### src/rtl/i2c_target_rx.sv
// i2c_target_rx: I2C target endpoint. Synchronises SCL/SDA, detects START,
// repeated START and STOP, matches a 7-bit address, ACKs it, then receives
// write bytes or serves read bytes.
// Ports:
//   clk, reset_n     system clock, async active-low reset
//   scl, sda_in      asynchronous bus inputs
//   sda_oe           1 = pull SDA low (open drain)
//   rx_data/rx_valid received byte and 1-clk strobe
//   rx_ready         sink ready, sampled at the 8th data bit
//   tx_data/tx_req   read byte and 1-clk request for the next one
//   busy             transfer in progress (state != IDLE)
`timescale 1ns/1ps
module i2c_target_rx #(
   parameter logic [6:0]  DEVICE_ADDR = 7'h50,
   parameter int unsigned SYNC_STAGES = 2
) (
   input  logic       clk,
   input  logic       reset_n,
   input  logic       scl,
   input  logic       sda_in,
   output logic       sda_oe,
   output logic [7:0] rx_data,
   output logic       rx_valid,
   input  logic       rx_ready,
   input  logic [7:0] tx_data,
   output logic       tx_req,
   output logic       busy
);

   localparam int unsigned CNT_W = 3;

   typedef enum logic [3:0] {
      S_IDLE, S_ADDR, S_ADDR_ACK, S_WR_DATA, S_WR_ACK,
      S_WR_NACK, S_RD_DATA, S_RD_ACK, S_IGNORE
   } state_t;

   logic [SYNC_STAGES-1:0] r_scl_sync, r_sda_sync;
   logic                   r_scl_d, r_sda_d;
   state_t                 r_state, w_state_nxt;
   logic [6:0]             r_shift, w_shift_nxt;
   logic [CNT_W-1:0]       r_bit_cnt, w_bit_cnt_nxt;
   logic                   r_rw, w_rw_nxt;
   logic                   r_phase, w_phase_nxt;
   logic                   r_sda_oe, w_sda_oe_nxt;
   logic [7:0]             r_rx_data, w_rx_data_nxt;
   logic                   r_rx_valid, w_rx_valid_nxt;
   logic                   r_tx_req, w_tx_req_nxt;
   logic                   r_busy, w_busy_nxt;

   logic       w_scl, w_sda, w_scl_rise, w_scl_fall, w_start, w_stop;
   logic       w_last, w_addr_hit;
   logic [7:0] w_byte;

   // Input synchronisers plus one edge-detect flop; idle bus level is high
   always_ff @(posedge clk or negedge reset_n) begin
      if (!reset_n) begin
         r_scl_sync <= '1;
         r_sda_sync <= '1;
         r_scl_d    <= 1'b1;
         r_sda_d    <= 1'b1;
      end else begin
         r_scl_sync <= {r_scl_sync[SYNC_STAGES-2:0], scl};
         r_sda_sync <= {r_sda_sync[SYNC_STAGES-2:0], sda_in};
         r_scl_d    <= r_scl_sync[SYNC_STAGES-1];
         r_sda_d    <= r_sda_sync[SYNC_STAGES-1];
      end
   end

   assign w_scl      = r_scl_sync[SYNC_STAGES-1];
   assign w_sda      = r_sda_sync[SYNC_STAGES-1];
   assign w_scl_rise = w_scl & ~r_scl_d;
   assign w_scl_fall = ~w_scl & r_scl_d;
   // SCL must be high on both samples so an SCL edge is never mistaken for a condition
   assign w_start    = ~w_sda & r_sda_d & w_scl & r_scl_d;
   assign w_stop     = w_sda & ~r_sda_d & w_scl & r_scl_d;
   assign w_byte     = {r_shift, w_sda};
   assign w_last     = (r_bit_cnt == CNT_W'(7));
   assign w_addr_hit = (w_byte[7:1] == DEVICE_ADDR);

   // State and datapath register
   always_ff @(posedge clk or negedge reset_n) begin
      if (!reset_n) begin
         r_state   <= S_IDLE;
         r_shift   <= '0;
         r_bit_cnt <= '0;
         r_rw      <= 1'b0;
         r_phase   <= 1'b0;
      end else begin
         r_state   <= w_state_nxt;
         r_shift   <= w_shift_nxt;
         r_bit_cnt <= w_bit_cnt_nxt;
         r_rw      <= w_rw_nxt;
         r_phase   <= w_phase_nxt;
      end
   end

   // Next state; r_phase marks the second half of an ACK slot (or a seen master ACK)
   always_comb begin
      w_state_nxt   = r_state;
      w_shift_nxt   = r_shift;
      w_bit_cnt_nxt = r_bit_cnt;
      w_rw_nxt      = r_rw;
      w_phase_nxt   = r_phase;
      if (w_stop) begin
         w_state_nxt   = S_IDLE;
         w_bit_cnt_nxt = '0;
         w_phase_nxt   = 1'b0;
      end else if (w_start) begin
         w_state_nxt   = S_ADDR;
         w_bit_cnt_nxt = '0;
         w_phase_nxt   = 1'b0;
      end else begin
         case (r_state)
            S_ADDR: if (w_scl_rise) begin
               w_shift_nxt   = w_byte[6:0];
               w_bit_cnt_nxt = r_bit_cnt + CNT_W'(1);
               if (w_last) begin
                  w_rw_nxt    = w_sda;
                  w_phase_nxt = 1'b0;
                  w_state_nxt = w_addr_hit ? S_ADDR_ACK : S_IGNORE;
               end
            end
            S_ADDR_ACK: if (w_scl_fall) begin
               if (!r_phase) begin
                  w_phase_nxt = 1'b1;
               end else begin
                  w_phase_nxt   = 1'b0;
                  w_bit_cnt_nxt = '0;
                  if (r_rw) begin
                     w_shift_nxt = tx_data[6:0];
                     w_state_nxt = S_RD_DATA;
                  end else begin
                     w_state_nxt = S_WR_DATA;
                  end
               end
            end
            S_WR_DATA: if (w_scl_rise) begin
               w_shift_nxt   = w_byte[6:0];
               w_bit_cnt_nxt = r_bit_cnt + CNT_W'(1);
               if (w_last) begin
                  w_phase_nxt = 1'b0;
                  w_state_nxt = rx_ready ? S_WR_ACK : S_WR_NACK;
               end
            end
            S_WR_ACK: if (w_scl_fall) begin
               w_phase_nxt = ~r_phase;
               if (r_phase) w_state_nxt = S_WR_DATA;
            end
            S_WR_NACK: if (w_scl_fall) begin
               w_phase_nxt = ~r_phase;
               if (r_phase) w_state_nxt = S_IGNORE;
            end
            S_RD_DATA: if (w_scl_fall) begin
               if (w_last) begin
                  w_bit_cnt_nxt = '0;
                  w_phase_nxt   = 1'b0;
                  w_state_nxt   = S_RD_ACK;
               end else begin
                  w_shift_nxt   = {r_shift[5:0], 1'b0};
                  w_bit_cnt_nxt = r_bit_cnt + CNT_W'(1);
               end
            end
            S_RD_ACK: begin
               if (w_scl_rise) begin
                  if (w_sda) w_state_nxt = S_IGNORE;
                  else       w_phase_nxt = 1'b1;
               end else if (w_scl_fall && r_phase) begin
                  w_phase_nxt = 1'b0;
                  w_shift_nxt = tx_data[6:0];
                  w_state_nxt = S_RD_DATA;
               end
            end
            default: ;
         endcase
      end
   end

   // Output next values; sda_oe only moves on a detected SCL fall (or START/STOP)
   always_comb begin
      w_sda_oe_nxt   = r_sda_oe;
      w_rx_data_nxt  = r_rx_data;
      w_rx_valid_nxt = 1'b0;
      w_tx_req_nxt   = 1'b0;
      w_busy_nxt     = (w_state_nxt != S_IDLE);
      if (w_stop || w_start) begin
         w_sda_oe_nxt = 1'b0;
      end else begin
         case (r_state)
            S_ADDR: if (w_scl_rise && w_last && w_addr_hit && w_sda) w_tx_req_nxt = 1'b1;
            S_ADDR_ACK: if (w_scl_fall) begin
               if (!r_phase) w_sda_oe_nxt = 1'b1;
               else          w_sda_oe_nxt = r_rw & ~tx_data[7];
            end
            S_WR_DATA: if (w_scl_rise && w_last && rx_ready) begin
               w_rx_data_nxt  = w_byte;
               w_rx_valid_nxt = 1'b1;
            end
            S_WR_ACK:  if (w_scl_fall) w_sda_oe_nxt = ~r_phase;
            S_RD_DATA: if (w_scl_fall) w_sda_oe_nxt = ~w_last & ~r_shift[6];
            S_RD_ACK: begin
               if (w_scl_rise && !w_sda) w_tx_req_nxt = 1'b1;
               if (w_scl_fall && r_phase) w_sda_oe_nxt = ~tx_data[7];
            end
            default: w_sda_oe_nxt = 1'b0;
         endcase
      end
   end

   // Output registers
   always_ff @(posedge clk or negedge reset_n) begin
      if (!reset_n) begin
         r_sda_oe   <= 1'b0;
         r_rx_data  <= '0;
         r_rx_valid <= 1'b0;
         r_tx_req   <= 1'b0;
         r_busy     <= 1'b0;
      end else begin
         r_sda_oe   <= w_sda_oe_nxt;
         r_rx_data  <= w_rx_data_nxt;
         r_rx_valid <= w_rx_valid_nxt;
         r_tx_req   <= w_tx_req_nxt;
         r_busy     <= w_busy_nxt;
      end
   end

   assign sda_oe   = r_sda_oe;
   assign rx_data  = r_rx_data;
   assign rx_valid = r_rx_valid;
   assign tx_req   = r_tx_req;
   assign busy     = r_busy;

endmodule

### config.mk
export PLATFORM = sky130hd
export DESIGN_NAME = i2c_target_rx
export DESIGN_NICKNAME = d
export VERILOG_FILES = /design/src/rtl/i2c_target_rx.sv
export SDC_FILE = /design/constraint.sdc
export NUM_CORES = 1
export LEC_CHECK = 0
export CAP_MARGIN = 10
export CORE_MARGIN = 2
export CORE_UTILIZATION = 49
export CTS_CLUSTER_SIZE = 30
export DETAILED_ROUTE_END_ITERATION = 7
export PLACE_DENSITY_LB_ADDON = 0.2
export SLEW_MARGIN = 25
export SYNTH_ARGS = -nofsm -noshare
export SYNTH_HDL_FRONTEND = slang
export SYNTH_SLANG_ARGS = --single-unit
### constraint.sdc
create_clock -name clk -period 2.3 [get_ports clk]
set_clock_uncertainty 0.2 [all_clocks]
set_input_delay 0.23 -clock clk [delete_from_list [all_inputs] [get_ports clk]]
set_output_delay 0.23 -clock clk [all_outputs]
set_load 0.01 [all_outputs]
==> flow_summary.json <==
{
  "synth_flop_cell": "dfrtp_1",
  "clock_latency_ns": 0.29,
  "status": "finished clean",
  "clock.fmax_ghz": 0.445,
  "synth_top_area_share_pct": 36.5,
  "core_um2": 3720,
  "cts-htree-levels": 2,
  "relSlewSlack_pct": 71.7,
  "die_area_um2": 4430,
  "crit_type": "register to register",
  "cellPowerDensity_nw_per_um2": 1100,
  "tightest_slew_ns": 0.425,
  "numCtsBuffers": 5,
  "syn_avg_cell_area_um2": 9.55,
  "synth-edff-count": 0,
  "end_kind": "register",
  "grt_first_pass_wirelength_um": 8290,
  "rr_endpoint": "busy$_DFF_PN0_",
  "fillers": 303,
  "final_cell_mix": "29 x buf_4, 27 x dfrtp_1, 24 x clkdlybuf4s50_1, 22 x nor2_1, 19 x a21oi_1",
  "leakagePower_nw": 1.07,
  "rr_worst_depth": 8,
  "drive_above_1_share_pct": 26.8,
  "cp.required_ns": 2.26,
  "routedWlPerCell_um": 17.2,
  "layout.cells.non_filler": 298,
  "clock-sinks": 34,
  "fin_crit_sh_pct": 97.7,
  "timing.max_cap.violations": 0,
  "min_period_ns": 2.25,
  "overflow": 0,
  "setup_viol": 0,
  "area_growth_pct": 30.1,
  "hold_path_class": "input port to async pin",
  "final_common_cell": "buf_4",
  "synthTopCellsByArea": "dfrtp_1 37%, dfstp_2 8.2%, mux2_2 5.9%",
  "wirelength_um": 5110,
  "cts_root_buf": "clkbuf_8",
  "ant_nets": 0,
  "syn_area_um2": 1920,
  "antenna_cells": 0,
  "dr.pass1.iters": 4,
  "dpl_cell_area_um2": 2380,
  "die_w_um": 66.6,
  "row_count": 22,
  "synth.yosys.seq_area_share_pct": 44.7,
  "synth.net_count": 217,
  "clock_path_buffers": 2,
  "grt_max_degree": 35,
  "timing.final.hold_violations": 0,
  "synth-seq-cells": 34,
  "rrSetupSlack_ns": 0.05,
  "grt_pass1_vias": 1699,
  "routed-via-count": 1749,
  "io_pins": 25,
  "clk_pin_slew_worst_paths_ns": 0.07,
  "drv_slew": 0,
  "crit_path_start_kind": "register",
  "final_area_um2": 2500,
  "antenna_found_initial": 0,
  "r2r_start": "r_bit_cnt[0]$_DFFE_PN0P_",
  "viasPerCell": 5.87,
  "vdd_drop_max_mv": 0.593,
  "async_reset_ff_share_pct": 100,
  "yosysWarnings": 0,
  "synth_top_area_cell": "dfrtp_1",
  "grt_usage_pct": 25.6,
  "drc": 0,
  "floorplan.initialDensity_pct": 51.6,
  "cp_max_fo": 3,
  "grt_setup_unrepaired": "true",
  "detailed_place_hpwl_um": 3850,
  "synth_cell_types": 52,
  "dp_cells": 289,
  "cts_tree": "done",
  "die_y_um": 66.6,
  "portBuffers": 24,
  "cp_data_arrival_time_ns": 2.21,
  "synthCells": 201,
  "layout.nets": 265,
  "drt-initial-drc-count": 146,
  "place_congestion": 0.902
}
-- report_power, final --
part           switching, W  leakage [nW]  total, W  internal, W
sequential         0.000185         0.416  0.000923     0.000738
combinational      0.000729         0.608   0.00137     0.000641
clock              0.000213        0.0482  0.000454     0.000241
total               0.00113          1.07   0.00275      0.00162
-- routing by layer --
layer	global-route usage (%)	vias to the layer above	share of wire [%]
li1	-	831	-
met1	32.3	851	41
met2	43.0	60	52
met3	4.56	7	5.4
met4	11.0	0	1.5
met5	0	-	0
-- worst max-delay path, stage by stage, from the launching register on --
cell	delay, ns
dfrtp_1	0.41
ha_2	0.19
ha_2	0.18
nand2_1	0.08
o22ai_1	0.07
a21oi_1	0.14
a221oi_1	0.09
or3_4	0.38
or4_1	0.40
-- state kept, by name, summed over array words and instances, names as in the netlist, 2 cells and up --
name and count:
r_bit_cnt 3, r_scl_sync 2, r_sda_sync 2, r_shift 7, r_state 4, rx_data 8
-- kinds of logic (layout without fill, tap and decap cells) --
| family | count (synthesis) | after routing | synth area share, % |
|---|---|---|---|
| compound gates | 56 | 56 | 18.8 |
| xor+xnor | 2 | 2 | 0.913 |
| fa+ha+maj | 3 | 3 | 1.96 |
| buf+inv | 19 | 68 | 4.56 |
| flops | 34 | 34 | 44.7 |
| mux | 18 | 18 | 10.0 |
| simple gates | 69 | 69 | 19.0 |
-- Yosys cell counts, drive strengths merged (2+ instances only) --
library cell,number
nand2b,3
or3,2
nor2,22
nor3b,3
o211ai,3
a21oi,19
nand2,13
nor4,3
o22ai,2
mux2i,8
mux2,10
ha,3
inv,6
o32ai,2
clkbuf,7
nand3b,3
dfstp,6
a31oi,3
nand4,2
nand3,4
nor3,6
or2,3
dfrtp,28
or4,2
o21ai,14
buf,6
-- worst max path at each step --
stage / from / endpoint / cells past startpoint
4_1_cts: r_bit_cnt[0]$_DFFE_PN0P_ / busy$_DFF_PN0_ / 8
2_1_floorplan: r_bit_cnt[0]$_DFFE_PN0P_ / busy$_DFF_PN0_ / 9
3_5_place_dp: r_bit_cnt[0]$_DFFE_PN0P_ / busy$_DFF_PN0_ / 8
5_1_grt: r_bit_cnt[0]$_DFFE_PN0P_ / busy$_DFF_PN0_ / 8
6_report: r_bit_cnt[0]$_DFFE_PN0P_ / busy$_DFF_PN0_ / 8
3_3_place_gp: rx_ready / busy$_DFF_PN0_ / 7
-- what timing repair did --
action | 4_1_cts | 5_1_grt
gates resized for setup | 0 | 2
hold buffers | 0 | 0
setup buffers | 0 | 1
setup endpoints to repair | 0 | 4
-- final cells by class --
type | instances | area (um2) | area share, %
clock buffer | 7 | 86.3 | 3.46
clock inverter | 1 | 5.00 | 0.201
inverter | 6 | 22.5 | 0.902
multi-input combinational | 148 | 985 | 39.4
sequential | 34 | 860 | 34.4
tap | 48 | 60.1 | 2.41
timing repair buffer | 54 | 478 | 19.1
-- metrics by stage --
stage | total power [W] | setup WS (ns) | util (%) | hold slack [ns] | setup TNS, ns
6_report | 0.00275 | 0.0524 | 67.2 | 0.147 | 0
5_1_grt | 0.00293 | -0.0164 | 67.2 | 0.142 | -0.0202
4_1_cts | 0.00273 | 0.0450 | 66.4 | 0.144 | 0
3_5_place_dp | 0.00226 | 0.0631 | 64.0 | 0.147 | 0
3_3_place_gp | 0.00224 | 0.0806 | 64.0 | 0.146 | 0
2_1_floorplan | 0.00176 | 0.0466 | - | -0.266 | 0
Power figures use the tool's default switching activity.
